<file path="src/rtl/irq_pending_arbiter_pkg.sv">
// Shared constants and helpers for the pending-interrupt arbiter.
package irq_pending_arbiter_pkg;

    localparam int unsigned WIDTH = 8;
    localparam int unsigned IDX_W = 3;

    function automatic logic [WIDTH-1:0] onehot3to8(input logic [IDX_W-1:0] idx);
        logic [WIDTH-1:0] oh;
        oh      = '0;
        oh[idx] = 1'b1;
        return oh;
    endfunction

endpackage

</file>
<file path="src/rtl/irq_pending_arbiter_if.sv">
// Grant handshake between the arbiter (master) and the servicing consumer (slave).
interface irq_pending_arbiter_if;

    logic                                       grant_valid;
    logic                                       grant_ready;
    logic [irq_pending_arbiter_pkg::IDX_W-1:0]  grant_idx;

    modport master (
        output grant_valid,
        output grant_idx,
        input  grant_ready
    );

    modport slave (
        input  grant_valid,
        input  grant_idx,
        output grant_ready
    );

endinterface

</file>
<file path="src/rtl/irq_pending_arbiter_prio.sv">
// LSB-first priority encoder: position of the lowest set bit, 0 when the input is all zero.
module priority_encoder
    import irq_pending_arbiter_pkg::*;
(
    input  logic [WIDTH-1:0] din,
    output logic [IDX_W-1:0] pos
);

    // Scan from MSB down so the lowest set bit is the last assignment.
    always_comb begin
        pos = '0;
        for (int i = WIDTH - 1; i >= 0; i--) begin
            if (din[i]) begin
                pos = IDX_W'(i);
            end
        end
    end

endmodule

</file>
<file path="src/rtl/irq_pending_arbiter.sv">
// Sticky pending register for 8 request lines with an LSB-first arbiter on a valid/ready port.
module irq_pending_arbiter
    import irq_pending_arbiter_pkg::*;
#(
    parameter bit EDGE = 1'b1
) (
    input  logic                         clk,
    input  logic                         rst,
    input  logic [WIDTH-1:0]             req,
    input  logic [WIDTH-1:0]             en,
    output logic [WIDTH-1:0]             pending,
    output logic [WIDTH-1:0]             ovf,
    input  logic [WIDTH-1:0]             ovf_clr,
    irq_pending_arbiter_if.master        gnt
);

    logic [WIDTH-1:0] req_q;
    logic [WIDTH-1:0] pending_q, pending_d;
    logic [WIDTH-1:0] ovf_q, ovf_d;
    logic             grant_valid_q, grant_valid_d;
    logic [IDX_W-1:0] grant_idx_q, grant_idx_d;

    logic [WIDTH-1:0] ev;
    logic [WIDTH-1:0] clr;
    logic [WIDTH-1:0] cand;
    logic [IDX_W-1:0] enc_pos;
    logic             accept;

    priority_encoder u_enc (
        .din (cand),
        .pos (enc_pos)
    );

    always_comb begin
        ev     = EDGE ? (req & ~req_q) : req;
        accept = grant_valid_q & gnt.grant_ready;
        clr    = accept ? onehot3to8(grant_idx_q) : '0;
        // Set wins: an event on the line being accepted re-pends it.
        pending_d = (pending_q & ~clr) | ev;
        ovf_d     = (ovf_q & ~ovf_clr) | (ev & pending_q & ~clr);
        // The just-accepted line is excluded so one event is never granted twice.
        cand      = pending_q & ~clr & en;
    end

    // Grant is only re-evaluated when the port is idle or being accepted; otherwise it holds.
    always_comb begin
        grant_valid_d = grant_valid_q;
        grant_idx_d   = grant_idx_q;
        if (!grant_valid_q || accept) begin
            grant_valid_d = |cand;
            grant_idx_d   = (|cand) ? enc_pos : '0;
        end
    end

    always_ff @(posedge clk or posedge rst) begin
        if (rst) begin
            req_q         <= '0;
            pending_q     <= '0;
            ovf_q         <= '0;
            grant_valid_q <= 1'b0;
            grant_idx_q   <= '0;
        end else begin
            req_q         <= req;
            pending_q     <= pending_d;
            ovf_q         <= ovf_d;
            grant_valid_q <= grant_valid_d;
            grant_idx_q   <= grant_idx_d;
        end
    end

    assign pending         = pending_q;
    assign ovf             = ovf_q;
    assign gnt.grant_valid = grant_valid_q;
    assign gnt.grant_idx   = grant_idx_q;

endmodule

</file>
<file path="src/flat_wrapper.sv">
// flat-port wrapper written by rule: the top's interface ports become plain ports
module irq_pending_arbiter_flat import irq_pending_arbiter_pkg::*;
#(
    parameter bit EDGE = 1'b1
)
  (clk, rst, req, en, pending, ovf, ovf_clr, gnt_grant_valid, gnt_grant_idx, gnt_grant_ready);
  irq_pending_arbiter_if gnt_i ();
  input  logic clk;
  input  logic rst;
  input  logic [WIDTH-1:0] req;
  input  logic [WIDTH-1:0] en;
  output logic [WIDTH-1:0] pending;
  output logic [WIDTH-1:0] ovf;
  input  logic [WIDTH-1:0] ovf_clr;
  output wire logic [$bits(gnt_i.grant_valid)-1:0] gnt_grant_valid;
  output wire logic [$bits(gnt_i.grant_idx)-1:0] gnt_grant_idx;
  input wire logic [$bits(gnt_i.grant_ready)-1:0] gnt_grant_ready;
  assign gnt_grant_valid = gnt_i.grant_valid;
  assign gnt_grant_idx = gnt_i.grant_idx;
  assign gnt_i.grant_ready = gnt_grant_ready;
  irq_pending_arbiter #(.EDGE(EDGE)) u_core (.clk(clk), .rst(rst), .req(req), .en(en), .pending(pending), .ovf(ovf), .ovf_clr(ovf_clr), .gnt(gnt_i));
endmodule
</file>
<file path="config.mk">
export PLATFORM = sky130hd
export DESIGN_NAME = irq_pending_arbiter_flat
export DESIGN_NICKNAME = d
export VERILOG_FILES = /design/src/rtl/irq_pending_arbiter_pkg.sv /design/src/rtl/irq_pending_arbiter_if.sv /design/src/rtl/irq_pending_arbiter_prio.sv /design/src/rtl/irq_pending_arbiter.sv /design/src/flat_wrapper.sv
export SDC_FILE = /design/constraint.sdc
export NUM_CORES = 1
export LEC_CHECK = 0
export CORE_UTILIZATION = 25
export CTS_BUF_LIST = sky130_fd_sc_hd__clkbuf_8
export CTS_CLUSTER_SIZE = 10
export DETAILED_ROUTE_END_ITERATION = 8
export GPL_ROUTABILITY_DRIVEN = 0
export SYNTH_ARGS = -nofsm -noshare
export SYNTH_HDL_FRONTEND = slang
export SYNTH_SLANG_ARGS = --single-unit
</file>
<file path="constraint.sdc">
create_clock -name clk -period 4.4 [get_ports clk]
set_input_delay 0.44 -clock clk [delete_from_list [all_inputs] [get_ports clk]]
set_output_delay 0.44 -clock clk [all_outputs]
set_load 0.01 [all_outputs]
</file>
==> flow_metrics.env <==
export IMPL_outcome="complete, but fails checks"
export IMPL_violations="design-rule violations"
export IMPL_r2r_end="u_core.gnt.grant_idx[0]"
export IMPL_netlist_instances=102
export IMPL_io_pins=47
export IMPL_hold_class="flop to flop"
export IMPL_num_antenna_cells=0
export IMPL_p_leak_nw=0.722
export IMPL_placed_area_um2=1700
export IMPL_start_kind="flop"
export IMPL_rows=24
export IMPL_setup_viol=0
export IMPL_worstHoldEndpoint="u_core.pending[7]"
export IMPL_grt_max_degree=29
export IMPL_wl_per_cell_um=13.3
export IMPL_start_util_pct=26.5
export IMPL_ys_ff_latch=28
export IMPL_fin_crit_ns=1.90
export IMPL_crit_required_ns=3.96
export IMPL_cap_viol_max_count=0
export IMPL_post_cts_buffers=0
export IMPL_cp_cell_sequence="clkdlybuf4s50_1"
export IMPL_max_freq_mhz=526
export IMPL_drive_gt1_share_pct=10.5
export IMPL_netlist_area_um2=1180
export IMPL_area_growth_pct=49.3
export IMPL_hold_viol=0
export IMPL_cts_buffer_depth=2
export IMPL_cp_max_fo=9
export IMPL_rr_worst_depth=5
export IMPL_syn_area_per_cell_um2=11.5
export IMPL_pwr_density_cell_nw_per_um2=491
export IMPL_finalClockSkew_ns=0.00284
export IMPL_holdPathStages=2
export IMPL_grt_total_usage_pct=12.1
export IMPL_stdcell_area_um2=1760
export IMPL_clkSlewWorstSetupHoldPaths_ns=0.09
export IMPL_dp_hpwl_um=2130
export IMPL_die_w_um=70.6
export IMPL_ys_types=29
export IMPL_grt_pass1_wl_um=4750
export IMPL_drtIter0Drc=37
export IMPL_cts_tree="done"
export IMPL_clock_sinks=28
export IMPL_antenna_found_initial=0
export IMPL_cts_buffers=3
export IMPL_first_pass_iters=6
export IMPL_core_area_um2=4440
export IMPL_clk_latency_ns=0.27
export IMPL_cp_top_family="buffers and inverters"
export IMPL_vias=951
export IMPL_synth_nets=129
export IMPL_dieArea_um2=4990
export IMPL_tns_ns=0
export IMPL_cp_arrival_ns=1.46
export IMPL_root_buffer="clkbuf_8"
export IMPL_crit_buf_inv=1
export IMPL_ys_warn_count=0
export IMPL_port_buffer_count=46
export IMPL_ir_worst_vdd_uv=169
export IMPL_max_slew_worst_pin_slew_ns=1.03
export IMPL_drc=6
export IMPL_overflow=0
export IMPL_seq_area_frac_synth_pct=59.5
export IMPL_rsz0062_at_grt="false"
export IMPL_r2r_start="u_core.gnt.grant_idx[2]"
export IMPL_cts_resized=0
export IMPL_slew_headroom_pct=30.9
export IMPL_finalCritPeriodShare_pct=43.2
export IMPL_finalMaxSlewViolations=0
export IMPL_nNetsFinal=180
export IMPL_wirelength_um=2710
export IMPL_grt_pass1_vias=1030
export IMPL_r2r_slack_ns=2.80
export IMPL_ant_nets=0
export IMPL_postCtsHoldBufs=0
export IMPL_p_total_w=0.000864
export IMPL_vias_per_cell=4.66
export IMPL_critical_path_class="flop to output pin"
export IMPL_h_tree_depth=1
export IMPL_end_kind="output pin"
export IMPL_cp_slowest_stage_delay_ns=0.62
export IMPL_die_height_um=70.6
export IMPL_cpMaxStageDelayCell="clkdlybuf4s50_1"
export IMPL_hold_start="u_core.req_q[7]"
==> kinds of logic (layout without fill, tap and decap cells) <==
family	Yosys count	count (layout)	share of synthesized area, %
AO/OA/AOI/OAI	31	31	20.1
buffers and inverters	12	62	3.83
flip-flops	28	28	59.5
multiplexers	1	1	0.850
AND/OR/NAND/NOR	30	30	15.7
==> cell type report <==
type	count	area, µm²
clock buffers	4	55.1
fillers	440	2690
inverters	12	45.0
multi-input cells	62	432
flip-flops and latches	28	701
well taps	52	65.1
repair buffers	46	460
==> flip-flops by register name, summed over array words and instances, names as in the netlist <==
signal,cells
u_core.ovf,8
u_core.pending,8
u_core.req_q,8
u_core.gnt.grant_idx,3
u_core.gnt.grant_valid,1
==> synth_stat cells, drive strengths merged <==
| master | n | area (µm²) |
|---|---|---|
| o31ai | 3 | 27.5 |
| nor3b | 1 | 12.5 |
| dfrtp | 28 | 701 |
| nand2b | 10 | 65.1 |
| nor2b | 1 | 6.26 |
| o311ai | 2 | 25.0 |
| o21ai | 9 | 52.6 |
| o21a | 1 | 15.0 |
| inv | 12 | 45.0 |
| mux2i | 1 | 10.0 |
| and3b | 1 | 8.76 |
| nand3b | 1 | 20.0 |
| o221ai | 1 | 8.76 |
| nor2 | 1 | 3.75 |
| o211a | 1 | 10.0 |
| o211ai | 3 | 27.5 |
| nand3 | 2 | 15.0 |
| nand2 | 13 | 53.8 |
| a21o | 1 | 7.51 |
| a31oi | 2 | 12.5 |
| o22ai | 8 | 50.1 |
==> layer usage <==
layer / global-route usage, % / vias up / part of all wire [%]
met5: 0 / - / 0
met4: 5.56 / 0 / 2.6
met3: 3.13 / 7 / 6.9
met2: 19.3 / 34 / 46
met1: 15.6 / 451 / 45
li1: - / 459 / -
==> stage by stage <==
stage	setup slack (ns)	util (%)	hold slack, ns	cells
6_report	2.50	39.6	0.519	204
5_1_grt	2.43	39.6	0.559	204
4_1_cts	2.48	39.6	0.529	204
3_5_place_dp	2.30	38.3	0.514	200
3_3_place_gp	2.38	38.3	0.503	200
2_1_floorplan	2.93	-	0.471	102
==> where the power goes <==
part           switching, W  internal [W]  total (W)
clock network     0.0000748     0.0000801   0.000155
logic              0.000152      0.000183   0.000335
registers         0.0000594      0.000315   0.000374
==> worst max-delay path by stage <==
stage,startpoint,endpoint,slack (ns),cells after the start
floorplan,u_core.gnt.grant_idx[1],u_core.gnt.grant_idx[0],2.93,5
global placement,gnt_grant_ready,u_core.gnt.grant_idx[0],2.38,6
detailed placement,gnt_grant_ready,u_core.gnt.grant_idx[0],2.30,6
CTS,u_core.gnt.grant_idx[2],gnt_grant_idx[2],2.48,1
global route,u_core.gnt.grant_idx[2],gnt_grant_idx[2],2.43,1
finish,u_core.gnt.grant_idx[2],gnt_grant_idx[2],2.50,1
==> cells in the final DEF, fill, tap and decap left out, types with 2 or more instances in the layout <==
| cell type | instances |
|---|---|
| nand2b_1 | 9 |
| a31oi_1 | 2 |
| o21ai_0 | 5 |
| o21ai_1 | 2 |
| nand2_2 | 2 |
| nand2_1 | 11 |
| clkdlybuf4s50_1 | 46 |
| o31ai_1 | 2 |
| o22ai_1 | 8 |
| clkbuf_8 | 4 |
| inv_1 | 12 |
| o21ai_2 | 2 |
| dfrtp_1 | 28 |
| o211ai_1 | 2 |
No activity file was read; power rests on OpenSTA's default activity.
